## config.mk

```make
export PLATFORM = sky130hd
export DESIGN_NAME = hex_display_scan
export DESIGN_NICKNAME = d
export VERILOG_FILES = /design/src/rtl/hex_display_pkg.sv /design/src/rtl/hex_to_seg7.sv /design/src/rtl/hex_display_scan.sv
export SDC_FILE = /design/constraint.sdc
export NUM_CORES = 1
export LEC_CHECK = 0
export CELL_PAD_IN_SITES_DETAIL_PLACEMENT = 1
export CELL_PAD_IN_SITES_GLOBAL_PLACEMENT = 1
export CORE_ASPECT_RATIO = 0.75
export CORE_MARGIN = 3
export CORE_UTILIZATION = 45
export DETAILED_ROUTE_END_ITERATION = 6
export PLACE_DENSITY_LB_ADDON = 0.1
export SYNTH_ARGS = -nofsm -noshare
export SYNTH_HDL_FRONTEND = slang
export SYNTH_SLANG_ARGS = --single-unit
export TNS_END_PERCENT = 10
```

## constraint.sdc

```tcl
create_clock -name clk_i -period 4.5 [get_ports clk_i]
set_clock_uncertainty 0.15 [all_clocks]
set_input_delay 0.9 -clock clk_i [delete_from_list [all_inputs] [get_ports clk_i]]
set_output_delay 0.9 -clock clk_i [all_outputs]
set_load 0.02 [all_outputs]
```

## src/rtl/hex_display_pkg.sv

```systemverilog
// Shared types, idle output codes and the active-low hex-to-segment table
// for the multiplexed seven-segment display driver.
package hex_display_pkg;

    typedef enum logic {
        DEAD = 1'b0,
        ON   = 1'b1
    } state_e;

    localparam logic [6:0] SEG_OFF = 7'h7F;
    localparam logic [7:0] AN_OFF  = 8'hFF;

    // Segment order {g,f,e,d,c,b,a}; a 0 bit lights the segment.
    function automatic logic [6:0] hex2seg(input logic [3:0] nibble);
        logic [6:0] seg;
        case (nibble)
            4'h0:    seg = 7'h40;
            4'h1:    seg = 7'h79;
            4'h2:    seg = 7'h24;
            4'h3:    seg = 7'h30;
            4'h4:    seg = 7'h19;
            4'h5:    seg = 7'h12;
            4'h6:    seg = 7'h02;
            4'h7:    seg = 7'h78;
            4'h8:    seg = 7'h00;
            4'h9:    seg = 7'h10;
            4'hA:    seg = 7'h08;
            4'hB:    seg = 7'h03;
            4'hC:    seg = 7'h46;
            4'hD:    seg = 7'h21;
            4'hE:    seg = 7'h06;
            4'hF:    seg = 7'h0E;
            default: seg = SEG_OFF;
        endcase
        return seg;
    endfunction

endpackage

```

## src/rtl/hex_to_seg7.sv

```systemverilog
// Combinational nibble to active-low seven-segment decoder.
module hex_to_seg7
    import hex_display_pkg::*;
(
    input  logic [3:0] i_nibble,
    output logic [6:0] o_seg
);

    // Pure table lookup; the shared function keeps one copy of the glyph set.
    always_comb begin
        o_seg = hex2seg(i_nibble);
    end

endmodule

```

## src/rtl/hex_display_scan.sv

```systemverilog
// Eight-digit time-multiplexed hex display driver: dead time between digits,
// one coherent data snapshot per frame, optional leading-zero blanking.
module hex_display_scan
    import hex_display_pkg::*;
#(
    parameter int DIGIT_CYCLES = 100000,
    parameter int DEAD_CYCLES  = 1000,
    parameter int LZB_EN       = 1
) (
    input  logic        clk_i,
    input  logic        rst_ni,
    input  logic        en_i,
    input  logic [31:0] data_i,
    output logic [7:0]  an_o,
    output logic [6:0]  seg_o,
    output logic        dp_o
);

    localparam int MAX_CYCLES = (DIGIT_CYCLES > DEAD_CYCLES) ? DIGIT_CYCLES : DEAD_CYCLES;
    localparam int CNT_W      = $clog2(MAX_CYCLES + 1);
    localparam logic [CNT_W-1:0] DIGIT_LAST = CNT_W'(DIGIT_CYCLES - 1);
    localparam logic [CNT_W-1:0] DEAD_LAST  = CNT_W'(DEAD_CYCLES - 1);

    state_e           r_state;
    state_e           w_state_nxt;
    logic [CNT_W-1:0] r_cnt;
    logic [CNT_W-1:0] w_cnt_nxt;
    logic [2:0]       r_idx;
    logic [2:0]       w_idx_nxt;
    logic [31:0]      r_frame;
    logic             w_snap;
    logic [31:0]      w_upper;
    logic             w_blank;
    logic [3:0]       w_nibble;
    logic [6:0]       w_seg_dec;
    logic [7:0]       w_an_nxt;
    logic [6:0]       w_seg_nxt;
    logic [7:0]       r_an;
    logic [6:0]       r_seg;
    logic             r_dp;

    // Scan state, dwell counter and digit index registers.
    always_ff @(posedge clk_i or negedge rst_ni) begin
        if (!rst_ni) begin
            r_state <= DEAD;
            r_cnt   <= '0;
            r_idx   <= 3'd0;
        end else begin
            r_state <= w_state_nxt;
            r_cnt   <= w_cnt_nxt;
            r_idx   <= w_idx_nxt;
        end
    end

    // Next-state logic: dark for DEAD_CYCLES, lit for DIGIT_CYCLES, then advance digit.
    always_comb begin
        w_state_nxt = r_state;
        w_cnt_nxt   = r_cnt + CNT_W'(1);
        w_idx_nxt   = r_idx;
        case (r_state)
            DEAD: begin
                if (r_cnt == DEAD_LAST) begin
                    w_state_nxt = ON;
                    w_cnt_nxt   = '0;
                end else begin
                    w_state_nxt = DEAD;
                end
            end
            ON: begin
                if (r_cnt == DIGIT_LAST) begin
                    w_state_nxt = DEAD;
                    w_cnt_nxt   = '0;
                    w_idx_nxt   = r_idx + 3'd1;
                end else begin
                    w_state_nxt = ON;
                end
            end
            default: begin
                w_state_nxt = DEAD;
                w_cnt_nxt   = '0;
                w_idx_nxt   = 3'd0;
            end
        endcase
    end

    assign w_snap = (r_state == DEAD) && (r_idx == 3'd0) && (r_cnt == '0);

    // Frame snapshot, taken only at the very start of each frame so digits never tear.
    always_ff @(posedge clk_i or negedge rst_ni) begin
        if (!rst_ni) begin
            r_frame <= 32'd0;
        end else if (w_snap) begin
            r_frame <= data_i;
        end else begin
            r_frame <= r_frame;
        end
    end

    assign w_upper  = r_frame >> {r_idx, 2'b00};
    assign w_blank  = (LZB_EN != 0) && (r_idx != 3'd0) && (w_upper == 32'd0);
    assign w_nibble = r_frame[{r_idx, 2'b00} +: 4];

    hex_to_seg7 u_dec (
        .i_nibble (w_nibble),
        .o_seg    (w_seg_dec)
    );

    // Output decode; anything other than a lit, visible digit drives everything off.
    always_comb begin
        w_an_nxt  = AN_OFF;
        w_seg_nxt = SEG_OFF;
        if ((r_state == ON) && en_i && !w_blank) begin
            w_an_nxt  = ~(8'b0000_0001 << r_idx);
            w_seg_nxt = w_seg_dec;
        end else begin
            w_an_nxt  = AN_OFF;
            w_seg_nxt = SEG_OFF;
        end
    end

    // Registered pad drivers; reset forces them off without waiting for a clock.
    always_ff @(posedge clk_i or negedge rst_ni) begin
        if (!rst_ni) begin
            r_an  <= AN_OFF;
            r_seg <= SEG_OFF;
            r_dp  <= 1'b1;
        end else begin
            r_an  <= w_an_nxt;
            r_seg <= w_seg_nxt;
            r_dp  <= 1'b1;
        end
    end

    assign an_o  = r_an;
    assign seg_o = r_seg;
    assign dp_o  = r_dp;

endmodule
```

==> results.cfg <==
[cts]
clock_path_buffers = 2
clk_pin_slew_ns = 0.07
tritoncts = done
htree_num_levels = 3
cts.repair.resized = 0
root_buffer = sky130_fd_sc_hd__clkbuf_8
cts_setup_buffers = 0
cts_num_sinks = 68
cts_buffers = 9
worst_skew_pair.late_latency_ns = 0.34
holdBufCountCts = 0

[critical_path]
r2r_cells = 7
critPathMaxFanout = 21
worstSetupStartpointType = register
worstPathArrival_ns = 3.67
r2r_start = r_idx[0]
timing.setup.critical_path_class = register to register
cp-end-kind = register
worst_r2r_endpoint = seg_o[3]
setup.reg_to_reg.worst_slack_ns = 0.93
critical_path_rt_ns = 4.60

[logic_synthesis]
synth_top_cell_by_area = sky130_fd_sc_hd__dfrtp_1
synth_enable_flop_cells = 0
synth.top_cell.area_share_pct = 37.6
synth-main-ff-cell = sky130_fd_sc_hd__dfrtp_1
synth.net_count = 346
ys_ff_latch = 68
synth.top_cells.by_area = sky130_fd_sc_hd__dfrtp_1 38%, sky130_fd_sc_hd__dfstp_2 11%, sky130_fd_sc_hd__mux2_2 11%
synth_warnings = 0
syn_area_per_cell_um2 = 11.9
synth-async-reset-ratio_pct = 100
synth_seq_area_share_pct = 48.7
synth.cell_area_um2 = 3530
synthesis.instances = 297
synth_cell_types = 48

[final_layout]
insertedDiodeCount = 0
area_growth_syn_to_layout_pct = 22.0
design.final.nets = 395
share_of_post_route_cells_with_drive_strength_above_1_pct = 23.6
stdcell_area_um2 = 4310
fillers = 778

[power_and_ir_drop]
powerDensity_nw_per_um2 = 288
power_switching_uw = 274
power.share.switching_pct = 22.1
static-leakage-power_uw = 0.00178
share_comb_of_total_power_pct = 7.5
ir_drop_mv = 0.225
p_int_uw = 968
seq_power_share_pct = 52.0
share_clk_of_total_power_pct = 40.5

[min_path]
min-delay-path-class = register to register
min-delay-start = r_cnt[11]
hold_path_depth = 1
hold_path_end = r_cnt[11]

[floorplan]
dieHeight_um = 82.7
start_util_pct = 47.3
pin_count = 51
core_area_um2 = 7470
die-area_um2 = 8950
fp.dieW_um = 108
count_of_standard_cell_rows = 27

[grt]
grt_first_pass_wirelength_um = 13800
globalRoute.totalOverflow = 0
grt_usage_pct = 20.4
antenna_found_initial = 0
grt_pass1_vias = 2609
grt_start_max_net_pins = 42

[drt]
post-route-drc-count = 0
route.detailed.wl_per_inst_um = 18.4
initialDrtViolationCount = 153
finalWirelength_um = 8310
drt_pre_antenna_iters = 4
detail-route-antenna-nets = 0
post_drt_via_cell_ratio = 5.63
vias = 2545

[timing]
setup_viol = 0
post-route-min-period_ns = 3.57
setup_repair_after_global_routing_missed_its_margin = false
final-hold-violation-count = 0
hold_ws_ns = 0.342
final_min_period_over_clock_period_pct = 79.4
timing.slew.headroom_pct = 28.0
postLayoutSetupSlackWorst_ns = 0.926
setup_total_negative_slack_ns = 0
worst-slew-pin-transition_ns = 1.08
timing.final.max_slew_violations = 0
max_freq_ghz = 0.280

[place]
detailedPlacementHpwl_um = 6180
replace_congestion = 0.821
pre_cts_slack_ns = 0.994
dpl_cell_area_um2 = 4110
place.port_buffers = 49

[run]
maxCapViolCount = 0

[status]
run_status = finished, final reports clean
==> per-stage QoR <==
step	util [%]	power [uW]	std cells
2_1_floorplan	-	691	297
3_3_place_gp	55.0	747	436
3_5_place_dp	55.0	750	436
4_1_cts	57.7	1260	452
5_1_grt	57.7	1300	452
6_report	57.7	1240	452
==> routing by layer <==
| metal | GRT usage (%) | routed length (um) | vias to the layer above |
|---|---|---|---|
| li1 | - | - | 1179 |
| met1 | 29.1 | 4060 | 1286 |
| met2 | 30.8 | 3650 | 66 |
| met3 | 5.28 | 476 | 14 |
| met4 | 6.31 | 129 | 0 |
| met5 | 0 | 0 | - |
==> critical path: stages (launching register included) <==
cell and delay (ns):
sky130_fd_sc_hd__dfrtp_1 0.87, sky130_fd_sc_hd__mux4_2 0.60, sky130_fd_sc_hd__mux2i_1 0.50, sky130_fd_sc_hd__ha_1 0.31, sky130_fd_sc_hd__o31ai_1 0.09, sky130_fd_sc_hd__a211oi_1 0.22
sky130_fd_sc_hd__a31oi_1 0.40, sky130_fd_sc_hd__o221ai_1 0.33
==> layout make-up <==
type,count,area [um2],area share (%)
well taps,101,126,2.94
inverters,11,41.3,0.959
multi-input cells,203,1700,39.6
clock inverters,2,35.0,0.814
flip-flops and latches,68,1720,40.0
repair buffers,53,515,12.0
clock buffers,14,163,3.78
==> kinds of logic after synthesis <==
| family | after synthesis | synth area share (%) |
|---|---|---|
| muxes | 54 | 19.9 |
| AOI/OAI and AO/OA | 31 | 5.96 |
| other | 1 | 0.106 |
| and+or+nand+nor | 86 | 12.9 |
| DFF | 68 | 48.7 |
| buffers and inverters | 26 | 3.15 |
| adders and majority gates | 14 | 4.96 |
| xor gates and xnor gates | 17 | 4.22 |
==> how the worst max path moves through the flow <==
stage | start | to | slack, ns
3_3_place_gp | r_idx[0] | seg_o[3] | 1.10
6_report | r_idx[0] | seg_o[3] | 0.93
4_1_cts | r_idx[0] | seg_o[2] | 0.86
2_1_floorplan | r_idx[0] | seg_o[0] | 1.47
5_1_grt | r_idx[0] | seg_o[1] | 0.47
3_5_place_dp | r_idx[0] | seg_o[2] | 0.99
==> cells in the final DEF (no fill, tap or decap), types with 11 or more instances in the layout <==
cell / count
sky130_fd_sc_hd__mux2_2: 35
sky130_fd_sc_hd__dfstp_2: 15
sky130_fd_sc_hd__nor4_1: 11
sky130_fd_sc_hd__nor2_1: 22
sky130_fd_sc_hd__dfrtp_1: 53
sky130_fd_sc_hd__clkbuf_8: 11
sky130_fd_sc_hd__ha_1: 14
sky130_fd_sc_hd__clkdlybuf4s50_1: 48
sky130_fd_sc_hd__nand2_1: 13
==> cells in the mapped netlist, types with 2 or more instances <==
cell type / n
sky130_fd_sc_hd__a211oi_1: 2
sky130_fd_sc_hd__nor4_1: 11
sky130_fd_sc_hd__o221ai_1: 3
sky130_fd_sc_hd__ha_1: 14
sky130_fd_sc_hd__nand2_1: 13
sky130_fd_sc_hd__o211ai_1: 3
sky130_fd_sc_hd__o22ai_1: 2
sky130_fd_sc_hd__nor2b_1: 3
sky130_fd_sc_hd__inv_1: 9
sky130_fd_sc_hd__mux2_2: 35
sky130_fd_sc_hd__nor3b_1: 2
sky130_fd_sc_hd__o21bai_1: 2
sky130_fd_sc_hd__mux2i_1: 8
sky130_fd_sc_hd__o21ai_0: 9
sky130_fd_sc_hd__nor2_1: 22
sky130_fd_sc_hd__buf_2: 5
sky130_fd_sc_hd__clkbuf_1: 7
sky130_fd_sc_hd__dfstp_2: 15
sky130_fd_sc_hd__buf_4: 2
sky130_fd_sc_hd__nand4_1: 6
sky130_fd_sc_hd__a22oi_1: 3
sky130_fd_sc_hd__dfrtp_1: 53
sky130_fd_sc_hd__nor4b_1: 2
sky130_fd_sc_hd__xnor2_1: 8
sky130_fd_sc_hd__xor2_1: 9
sky130_fd_sc_hd__and3_1: 2
sky130_fd_sc_hd__or4_1: 4
sky130_fd_sc_hd__nor3_1: 6
sky130_fd_sc_hd__o31ai_1: 3
sky130_fd_sc_hd__mux4_2: 9
sky130_fd_sc_hd__nand3_1: 8
==> power by group through the flow <==
stage	logic (uW)	clock network [uW]	registers, uW
after global placement	91.8	0	655
final	93.7	503	645
after global routing	104	547	647
after floorplan	43.8	0	648
after CTS	95.3	517	645
after detailed placement	94.5	0	656
==> sequential cells by signal, indices dropped and copies added (netlist names) <==
| register | flops |
|---|---|
| seg_o | 7 |
| r_idx | 3 |
| an_o | 8 |
| r_cnt | 17 |
| r_state | 1 |
| r_frame | 32 |
Power figures use the tool's default switching activity.
